### src/rtl/uart_pkt_rx.sv
// Packet receiver on a UART RX FIFO.
// Frame: SOF, LEN, LEN payload bytes, CHK (XOR of LEN and the payload). The payload is replayed as a valid/ready stream.
module uart_pkt_rx #(
    parameter int unsigned         DBITS   = 8,
    parameter int unsigned         MAX_LEN = 16,
    parameter logic [DBITS-1:0]    SOF     = 'hA5
) (
    input  logic                           i_clk,
    input  logic                           i_rst_n,
    input  logic                           i_rx_empty,
    input  logic [DBITS-1:0]               i_rd_data,
    input  logic [2:0]                     i_err,
    output logic                           o_rd_uart,
    output logic [DBITS-1:0]               o_pkt_data,
    output logic                           o_pkt_valid,
    input  logic                           i_pkt_ready,
    output logic                           o_pkt_last,
    output logic [$clog2(MAX_LEN+1)-1:0]   o_pkt_len,
    output logic                           o_pkt_done,
    output logic                           o_chk_err,
    output logic                           o_len_err,
    output logic                           o_frm_err
);

    localparam int unsigned      LW      = $clog2(MAX_LEN + 1);
    localparam int unsigned      IW      = (MAX_LEN > 1) ? $clog2(MAX_LEN) : 1;
    localparam logic [DBITS-1:0] LEN_MAX = DBITS'(MAX_LEN);

    typedef enum logic [2:0] {
        ST_IDLE,
        ST_LEN,
        ST_PAYLOAD,
        ST_CHK,
        ST_OUT
    } state_t;

    state_t           state;
    logic [LW-1:0]    len;
    logic [LW-1:0]    cnt;
    logic [LW-1:0]    idx;
    logic [DBITS-1:0] xacc;
    logic [DBITS-1:0] mem [MAX_LEN];

    logic             pop;
    logic             bad_byte;
    logic [LW-1:0]    cnt_nx;
    logic [LW-1:0]    idx_nx;

    // Pop whenever parsing; OUT never pops so the UART FIFO absorbs backpressure.
    always_comb begin
        pop      = i_rst_n && (state != ST_OUT) && !i_rx_empty;
        bad_byte = pop && (i_err != 3'b000);
        cnt_nx   = cnt + LW'(1);
        idx_nx   = idx + LW'(1);
    end

    assign o_rd_uart = pop;

    // Payload buffer; contents are don't-care after reset.
    always_ff @(posedge i_clk) begin
        if (pop && !bad_byte && state == ST_PAYLOAD)
            mem[IW'(cnt)] <= i_rd_data;
    end

    always_ff @(posedge i_clk or negedge i_rst_n) begin
        if (!i_rst_n) begin
            state       <= ST_IDLE;
            len         <= '0;
            cnt         <= '0;
            idx         <= '0;
            xacc        <= '0;
            o_pkt_data  <= '0;
            o_pkt_valid <= 1'b0;
            o_pkt_last  <= 1'b0;
            o_pkt_len   <= '0;
            o_pkt_done  <= 1'b0;
            o_chk_err   <= 1'b0;
            o_len_err   <= 1'b0;
            o_frm_err   <= 1'b0;
        end else begin
            o_pkt_done <= 1'b0;
            o_chk_err  <= 1'b0;
            o_len_err  <= 1'b0;
            o_frm_err  <= 1'b0;

            if (bad_byte) begin
                // A flagged byte aborts any frame in progress.
                o_frm_err <= 1'b1;
                state     <= ST_IDLE;
            end else begin
                unique case (state)
                    ST_IDLE: begin
                        if (pop && i_rd_data == SOF)
                            state <= ST_LEN;
                    end
                    ST_LEN: begin
                        if (pop) begin
                            xacc <= i_rd_data;
                            cnt  <= '0;
                            len  <= LW'(i_rd_data);
                            if (i_rd_data > LEN_MAX) begin
                                o_len_err <= 1'b1;
                                state     <= ST_IDLE;
                            end else if (i_rd_data == '0) begin
                                state <= ST_CHK;
                            end else begin
                                state <= ST_PAYLOAD;
                            end
                        end
                    end
                    ST_PAYLOAD: begin
                        if (pop) begin
                            xacc <= xacc ^ i_rd_data;
                            cnt  <= cnt_nx;
                            if (cnt_nx == len)
                                state <= ST_CHK;
                        end
                    end
                    ST_CHK: begin
                        if (pop) begin
                            if (i_rd_data != xacc) begin
                                o_chk_err <= 1'b1;
                                state     <= ST_IDLE;
                            end else if (len == '0) begin
                                o_pkt_len  <= '0;
                                o_pkt_done <= 1'b1;
                                state      <= ST_IDLE;
                            end else begin
                                o_pkt_len   <= len;
                                idx         <= '0;
                                o_pkt_valid <= 1'b1;
                                o_pkt_data  <= mem[0];
                                o_pkt_last  <= (len == LW'(1));
                                state       <= ST_OUT;
                            end
                        end
                    end
                    ST_OUT: begin
                        if (o_pkt_valid && i_pkt_ready) begin
                            if (o_pkt_last) begin
                                o_pkt_valid <= 1'b0;
                                o_pkt_last  <= 1'b0;
                                o_pkt_done  <= 1'b1;
                                state       <= ST_IDLE;
                            end else begin
                                idx        <= idx_nx;
                                o_pkt_data <= mem[IW'(idx_nx)];
                                o_pkt_last <= (idx_nx + LW'(1) == len);
                            end
                        end
                    end
                    default: state <= ST_IDLE;
                endcase
            end
        end
    end

endmodule

### config.mk
export PLATFORM = sky130hd
export DESIGN_NAME = uart_pkt_rx
export DESIGN_NICKNAME = d
export VERILOG_FILES = /design/src/rtl/uart_pkt_rx.sv
export SDC_FILE = /design/constraint.sdc
export NUM_CORES = 1
export LEC_CHECK = 0
export CORE_ASPECT_RATIO = 0.8
export CORE_MARGIN = 5
export CORE_UTILIZATION = 50
export DETAILED_ROUTE_END_ITERATION = 10
export DONT_BUFFER_PORTS = 1
export HOLD_SLACK_MARGIN = 0.08
export PLACE_DENSITY_LB_ADDON = 0.15
export SLEW_MARGIN = 20
export SYNTH_ARGS = -nofsm -noshare
export SYNTH_HDL_FRONTEND = slang
export SYNTH_SLANG_ARGS = --single-unit
export TNS_END_PERCENT = 30
### constraint.sdc
create_clock -name i_clk -period 2.5 [get_ports i_clk]
set_input_delay 0.5 -clock i_clk [delete_from_list [all_inputs] [get_ports i_clk]]
set_output_delay 0.5 -clock i_clk [all_outputs]
set_load 0.05 [all_outputs]
# Word-level counts from Yosys, hierarchy flattened
# Memories as Yosys holds them, arrays and structs flattened.
# Cells that the tools add are included.
[totals]
register_bits = 45
latch_bits = 0
ramBits = 128
mem_bits_ro = 0
in_bits = 15
output_inout_bits = 20
word_cells = 130
mem_count = 1
[op_classes]
n_addsub = 3
n_mul = 0
div_mod_pow = 0
magnitude_cmp = 1
eq_ne = 25
shifts = 0
mux = 62
bitwise = 3
reduce_logical = 22
[memory_table]
columns = ["memory", "depth", "width", "read_ports", "rd_ports_with_merged_regs", "write_ports", "line_no", "rtl"]
rows = [
  ["mem", 16, 8, 2, 0, 1, "42", "logic [DBITS-1:0] mem [MAX_LEN];"],
]
[ops]
columns = ["operator", "count"]
rows = [
  ["$mux 8", 7],
  ["$mux 5", 8],
  ["$pmux 8 s2", 2],
  ["$mux 3", 10],
  ["$mux 1", 28],
  ["$ne 3x3->1 const B", 7],
  ["$reduce_and 7->1", 3],
  ["$pmux 5 s2", 2],
  ["$ne 2x2->1 const B", 8],
  ["$add 5x1->5 const B", 3],
  ["$pmux 3 s5", 1],
  ["$eq 5x5->1", 2],
  ["$eq 8x8->1 const B", 1],
  ["$gt 8x5->1 const B", 1],
  ["$logic_not 8->1", 1],
  ["$ne 8x8->1", 1],
  ["$reduce_and 4->1", 2],
  ["$xor 8x8->8", 1],
  ["$logic_and 1x1->1", 7],
  ["$eq 3x2->1 const B", 2],
  ["$pmux 1 s2", 3],
  ["$reduce_and 6->1", 1],
  ["$eq 5x1->1 const B", 1],
  ["$logic_not 5->1", 1],
  ["other kinds (10)", 13],
]

# Depth between registers and ports, before layout
[depth]
word_depth = 9
ltp_mapped = 12
ltp_nobuf = 8

# Worst setup path after synthesis
# No wires, ideal clock.
[synth_timing]
path_type = "register to register"
startpoint = "register idx[0]"
endpoint = "register o_pkt_data[0]"
setup_ns = 0.122
t_arrival_ns = 2.265
required_ns = 2.378
slack_ns = 0.113
stages_incl_launch_ff = 13
n_path_buf = 5
period_less_slack_ns = 2.387
path_cell_list = "dfrtp_1 > buf_6 > buf_4 > inv_1 > ha_1 > buf_4 > buf_4 > buf_2 > mux4_2 > mux2i_1 > a211oi_1 > a21oi_1 > a21oi_1"
[synth_between]
elab_chain_cells = 5
[synth_rtl]
columns = ["element", "line_no", "rtl"]
rows = [
  ["from (decl)", "40", "logic [LW-1:0] idx;"],
  ["from (signal assigned)", "146", "idx <= idx_nx;"],
  ["$add 5x1->5", "54", "idx_nx = idx + LW'(1);"],
  ["$mem_v2 16x8", "n/a", ""],
  ["$mux 8", "140", "if (o_pkt_last) begin"],
  ["$mux 8", "139", "if (o_pkt_valid && i_pkt_ready) begin"],
  ["$pmux 8 s2", "91", "unique case (state)"],
  ["to (signal assigned)", "132", "o_pkt_data <= mem[0];"],
  ["to (signal assigned)", "147", "o_pkt_data <= mem[IW'(idx_nx)];"],
  ["to (decl)", "14", "output logic [DBITS-1:0] o_pkt_data,"],
]
# No other way between the ends. The select of a mux whose other input is x is not followed.
# A chain may end at the register's enable or synchronous reset.

# Worst setup path in the final report
[layout_timing]
startpoint = "register idx[0]"
endpoint = "register o_pkt_data[3]"
# The elaborated chain is that of the path after synthesis.

==> results.md <==
- Status: finished, final reports clean
- Drt wl/cell: 23.97 µm
- Pin count of the biggest net entering global routing: 46
- Initial core utilization: 50.70%
- Initial DRT Pass Iterations: 5
- Startpoint Class: flop
- DP Area: 7891 µm²
- Vias in the first global route: 4231
- Post-Syn Area: 7561 µm²
- Post-route cell area: 8543 µm²
- Relative slew slack: 61.18%
- CP top delay family: compound AO/OA/AOI/OAI gates
- Unique masters post-synth: 52
- CP max stage delay: 0.43 ns
- Max-slew violations: 0
- Cell Chain, Critical Path: buf_4, ha_1, xor2_2, buf_12, and2b_1, a211oi_1, a211oi_1, a21oi_1, a21oi_1
- Htree depth: 4
- Sequential area share after synthesis: 65.73%
- Global-route wire length before repair: 26430 µm
- Xor/xnor share of the synthesized area: 3.210%
- Cell count after synthesis: 491
- Final worst path period need: 2.384 ns
- Dominant cell by count in the synthesized netlist: edfxtp_1
- Post-synth EDFFs: 128
- Main combinational cell family by area after synthesis: multiplexers
- CP Buf/Inv Count: 2
- Share of layout cells above drive strength 1: 21.05%
- HPWL after DPL: 11060 µm
- DR vias/cell: 5.972
- Vias: 4306
- Max stage delay cell, worst path: dfrtp_2
- Synth area leader: edfxtp_1
- Die area: 17700 µm²
- Final setup viols: 0
- Yosys top cell area share: 50.84%
- Antenna-violating nets left: 0
- PwrDens: 680.6 nW/µm²
- Hold Path Class: in -> reg
- Setup slack, reg-to-reg: 0.12 ns
- Final setup TNS: 0 ns
- RSZ-0062 raised after global routing: no
- First DRT Iteration DRCs: 367
- Die H: 120.0 µm
- Main flop type after synthesis: edfxtp_1
- Clk Latency, worst-skew pair: 0.43 ns
- Core box area: 14910 µm²
- Mux cell area share after synthesis: 12.63%
- Fin. Hold Viols: 0
- Slew @ Worst Pin: 0.5823 ns
- Synth-to-layout area growth: 12.99%
- Static Leak: 2.998 nW
- Most frequent cells after synthesis: 128 x edfxtp_1, 45 x dfrtp_1, 35 x a21oi_1
- Crit. End Element: flop
- RD Place Congestion: 0.7939
- # clock sinks: 173
- Highest clock rate: 419.4 MHz
- Synth Warn #: 0
- CTS root buf: clkbuf_16
- Crit Path Max Fanout: 24
- Period utilization: 95.37%
- Max_cap viols: 0
- Simple-Gate Fraction of Synth Area: 7.960%
- Seq cells post-synth: 173
- Multi-input gate area in the final layout: 2386 µm²
- Top cells by area, synth: edfxtp_1 51%, dfrtp_1 15%, mux4_2 9.5%
- Reg area: 4971 µm²
- I/O pin count: 35
- Die Wd: 147.5 µm
- Number of buffers added on ports: 0
- Adder-Cell Fraction of Synth Area: 0.9929%
- DRT Wirelength: 17280 µm
- CTS tree: yes
- Filler cells: 1196
- # diodes: 0
- Longest Clk Path Bufs: 2
- Grt total ovfl: 0
- Asr flop ratio synth: 26.01%
- Worst IR Drop VDD: 0.0005125 V
- Crit Path Category: reg -> reg
- Critical Path RT: 2.80 ns
- Worst Skew: 0.008626 ns
- Reg clk slew, reported paths: 0.07 ns
- Initial antenna violation count: 1
- Tot GR Track Use: 20.54%
- CP arrival: 2.69 ns
- CTS Buf Count: 17
- Rows: 40
- Nets: 540
- Syn_nets: 512
- # DRC: 0
- Post-synthesis compound-gate area fraction: 6.636%
- Mapped Avg Cell Area: 15.40 µm²
==> per-layer routing <==
| metal | track usage [%] | share of wire (%) |
|---|---|---|
| met1 | 31.34 | 47 |
| met5 | 0 | 0 |
| met4 | 5.821 | 1.1 |
| met3 | 6.191 | 7.6 |
| met2 | 28.54 | 44 |
==> worst paths after layout <==
check,from,to,cells past startpoint
max,idx[0],o_pkt_data[3],9
min,i_rd_data[3],mem[9][3],0
max in group asynchronous,i_rst_n,idx[0],2
max reg2reg,idx[0],o_pkt_data[3],9
min reg2reg,xacc[7],xacc[7],1
min in group asynchronous,i_rst_n,xacc[2],2
==> where the power goes <==
part           internal, W  total (W)  switching [W]
Sequential         0.00309    0.00309    0.000000130
Combinational    0.0000152  0.0000414      0.0000262
Clock              0.00157    0.00269        0.00111
Total              0.00468    0.00581        0.00114
==> cells by family (layout without fill, tap and decap cells) <==
kind of cell,Yosys count,count (layout)
adder cells (fa/ha/maj),6,6
flip-flops,173,173
AO/OA/AOI/OAI,83,83
buffers and inverters,34,75
multiplexers,54,54
XOR/XNOR,26,26
AND/OR/NAND/NOR,115,115
==> state kept, by name (all words and copies together), names as in the netlist <==
| signal | cells |
|---|---|
| o_pkt_last | 1 |
| o_pkt_data | 8 |
| o_pkt_len | 5 |
| o_frm_err | 1 |
| o_pkt_valid | 1 |
| o_len_err | 1 |
| cnt | 5 |
| o_pkt_done | 1 |
| mem | 128 |
| state | 3 |
| o_chk_err | 1 |
| len | 5 |
| idx | 5 |
| xacc | 8 |
==> layout make-up <==
type / count / share of cell area, %
clock inverter: 14 / 1.963
multi-input combinational: 284 / 27.93
timing repair buffer: 35 / 3.779
inverter: 8 / 0.3515
sequential: 173 / 58.19
tap: 189 / 2.768
clock buffer: 18 / 5.023
==> repair_timing <==
| action | CTS | global route |
|---|---|---|
| endpoints found under the setup margin | 0 | 2 |
| resized for setup | 0 | 2 |
| setup buffers | 0 | 1 |
| hold buffers | 2 | 0 |
| endpoints found under the hold margin | 45 | 0 |
==> worst register-to-register path: cells and delay by family (launching register included) <==
| kind | cells | cell delay, ns |
|---|---|---|
| xor gates and xnor gates | 1 | 0.26 |
| and+or+nand+nor | 1 | 0.21 |
| buffers and inverters | 2 | 0.40 |
| adders and majority gates | 1 | 0.29 |
| AOI/OAI and AO/OA | 4 | 0.67 |
| DFF | 1 | 0.43 |
==> placed cells by master, fill, tap and decap left out, types with 12 or more instances in the layout <==
cell | Yosys | final
a211oi_1 | 16 | 14
a21oi_1 | 35 | 35
buf_4 | 6 | 30
clkbuf_16 | 0 | 17
dfrtp_1 | 45 | 44
edfxtp_1 | 128 | 128
mux4_2 | 32 | 32
nand2_1 | 22 | 22
nand3_1 | 14 | 14
nor2_1 | 31 | 31
o21ai_0 | 17 | 17
xnor2_1 | 12 | 12
xor2_1 | 12 | 12
==> per-stage QoR <==
step / power, W / worst slack (ns) / util, % / std cells / hold WS (ns)
after detailed placement: 0.003168 / 0.08445 / 52.91 / 686 / 0.2055
after floorplan: 0.003166 / 0.1132 / - / 491 / 0.2044
final: 0.005814 / 0.1157 / 57.28 / 721 / 0.1658
after global routing: 0.005997 / 0.02080 / 57.28 / 721 / 0.1354
after CTS: 0.005866 / 0.05881 / 57.16 / 720 / 0.1406
after global placement: 0.003167 / 0.1021 / 52.91 / 686 / 0.2055
No activity file was read; power rests on OpenSTA's default activity.
==> variant, RTL diff (same flow settings) <==
Change the parameter `DBITS` from 8 to 12.
--- a/src/rtl/uart_pkt_rx.sv
+++ b/src/rtl/uart_pkt_rx.sv
@@ -3,3 +3,3 @@
 module uart_pkt_rx #(
-    parameter int unsigned         DBITS   = 8,
+    parameter int unsigned         DBITS   = 12,
     parameter int unsigned         MAX_LEN = 16,
Ports: changed (resized i_rd_data and o_pkt_data); port bits go from 35 to 43. No check against the original RTL was run, so the function may have changed too.
==> variant against the original RTL <==
  * Synthesized cell count rose by 27%
  * Wire length rose by 39%
  * Power rose by 66%
  * Worst setup slack got worse by 0.025 ns
  * Critical path depth fell by 5
  * Clock skew rose by 0.0034 ns
  * Synthesized area rose by 39%
  * Sequential cell count rose by 72
  * Design area rose by 42%
  * Cell count rose by 34%
  * Critical path type is now flop to output port
  * Largest power group unchanged
==> variant: results (changes against the original RTL) <==
[clock_tree]
cts-htree-levels = 1  ; was 4
clk_path_buf_depth = 3  ; was 2

[synth]
yosysSeqAreaShare_pct = 67.6  ; was 65.7%
synth_edf_count = 192  ; was 128
synthAdderAreaFrac_pct = 0.716  ; was 0.993%
muxShareOfSynthArea_pct = 14.3  ; was 12.6%
synthXorXnorAreaFrac_pct = 2.42  ; was 3.21%
syn_inst = 622  ; was 491

[finish]
signal_buffers = 57  ; was 35
multi_input_gates = 340  ; was 284
buf_share_pct = 4.38  ; was 3.78%
nNetsFinal = 700  ; was 540
n_all_inverters = 5  ; was 8

[power_and_ir_drop]
p_seq_mw = 5.13  ; was 3.09 mW
irDropWorstVdd_uv = 528  ; was 512 uV
power_leakage_nw = 4.09  ; was 3.00 nW
pg_clk_mw = 3.87  ; was 2.69 mW

[grt]
antenna_found_initial = 0  ; was 1

[min_path]
hold_depth = 1  ; was 0

[setup_path]
reg2reg_to = o_pkt_data[5]$_DFFE_PN0P_  ; was o_pkt_data[3]$_DFFE_PN0P_
cp.arrival_ns = 1.91  ; was 2.69 ns
cpMaxStageDelayCell = or3b_1  ; was dfrtp_2
cp_max_fo = 8  ; was 24
critPathMaxStageDelay_ns = 0.52  ; was 0.43 ns

[placed_design]
dp.final_hpwl_microns = 14900  ; was 11100 microns
gp_congestion = 0.788  ; was 0.794
place_inst = 902  ; was 686

[outcome]
status = complete, no violations  ; unchanged

[detailed_routing]
routed_wl_microns = 24100  ; was 17300 microns
vias = 5920  ; was 4306

variant: cell types whose count changed after synthesis, moves of 5 or more:
cell,delta
a211oi_1,-15
clkbuf_1,+5
dfrtp_1,+8
edfxtp_1,+64
mux2i_1,+17
mux4_2,+16
nand2_1,-5
nand3_1,+9
nor2_1,-8
nor2b_1,-7
o22ai_1,+10
o2bb2ai_2,+11
xnor2_1,+8
variant: cell families (layout without fill, tap and decap cells):
group,Yosys count,in the layout
compound gates,110,110
xor+xnor,29,29
fa+ha+maj,6,6
buf+inv,37,110
flops,245,245
mux,88,88
other cells,0,1
simple gates,107,107
variant: worst max-delay path by stage:
stage | to | cells after the start
after floorplan | mem[1][0]$_DFFE_PP_ | 5
after global placement | o_pkt_data[2]$_DFFE_PN0P_ | 9
after detailed placement | o_pkt_data[1]$_DFFE_PN0P_ | 9
after CTS | o_pkt_data[2]$_DFFE_PN0P_ | 9
after global routing | o_pkt_data[10]$_DFFE_PN0P_ | 7
final | o_rd_uart | 4
variant: layer usage:
metal / GRT usage, % / wire, microns
met1: 32.6 / 11300
met2: 29.4 / 10900
met3: 3.88 / 1530
met4: 3.85 / 393
met5: 0 / 0
variant: stage by stage:
| step | setup WS (ns) | total power, mW | setup TNS (ns) | utilization (%) | cell area (sq um) |
|---|---|---|---|---|---|
| after CTS | 0.0569 | 9.71 | 0 | 58.6 | 12100 |
| after global routing | -0.00155 | 9.95 | -0.00155 | 58.6 | 12100 |
| after floorplan | -0.169 | 5.58 | -6.95 | - | 10500 |
| final | 0.0911 | 9.63 | 0 | 58.6 | 12100 |
| after global placement | 0.0936 | 5.73 | 0 | 53.5 | 11100 |
| after detailed placement | 0.0799 | 5.75 | 0 | 53.5 | 11100 |
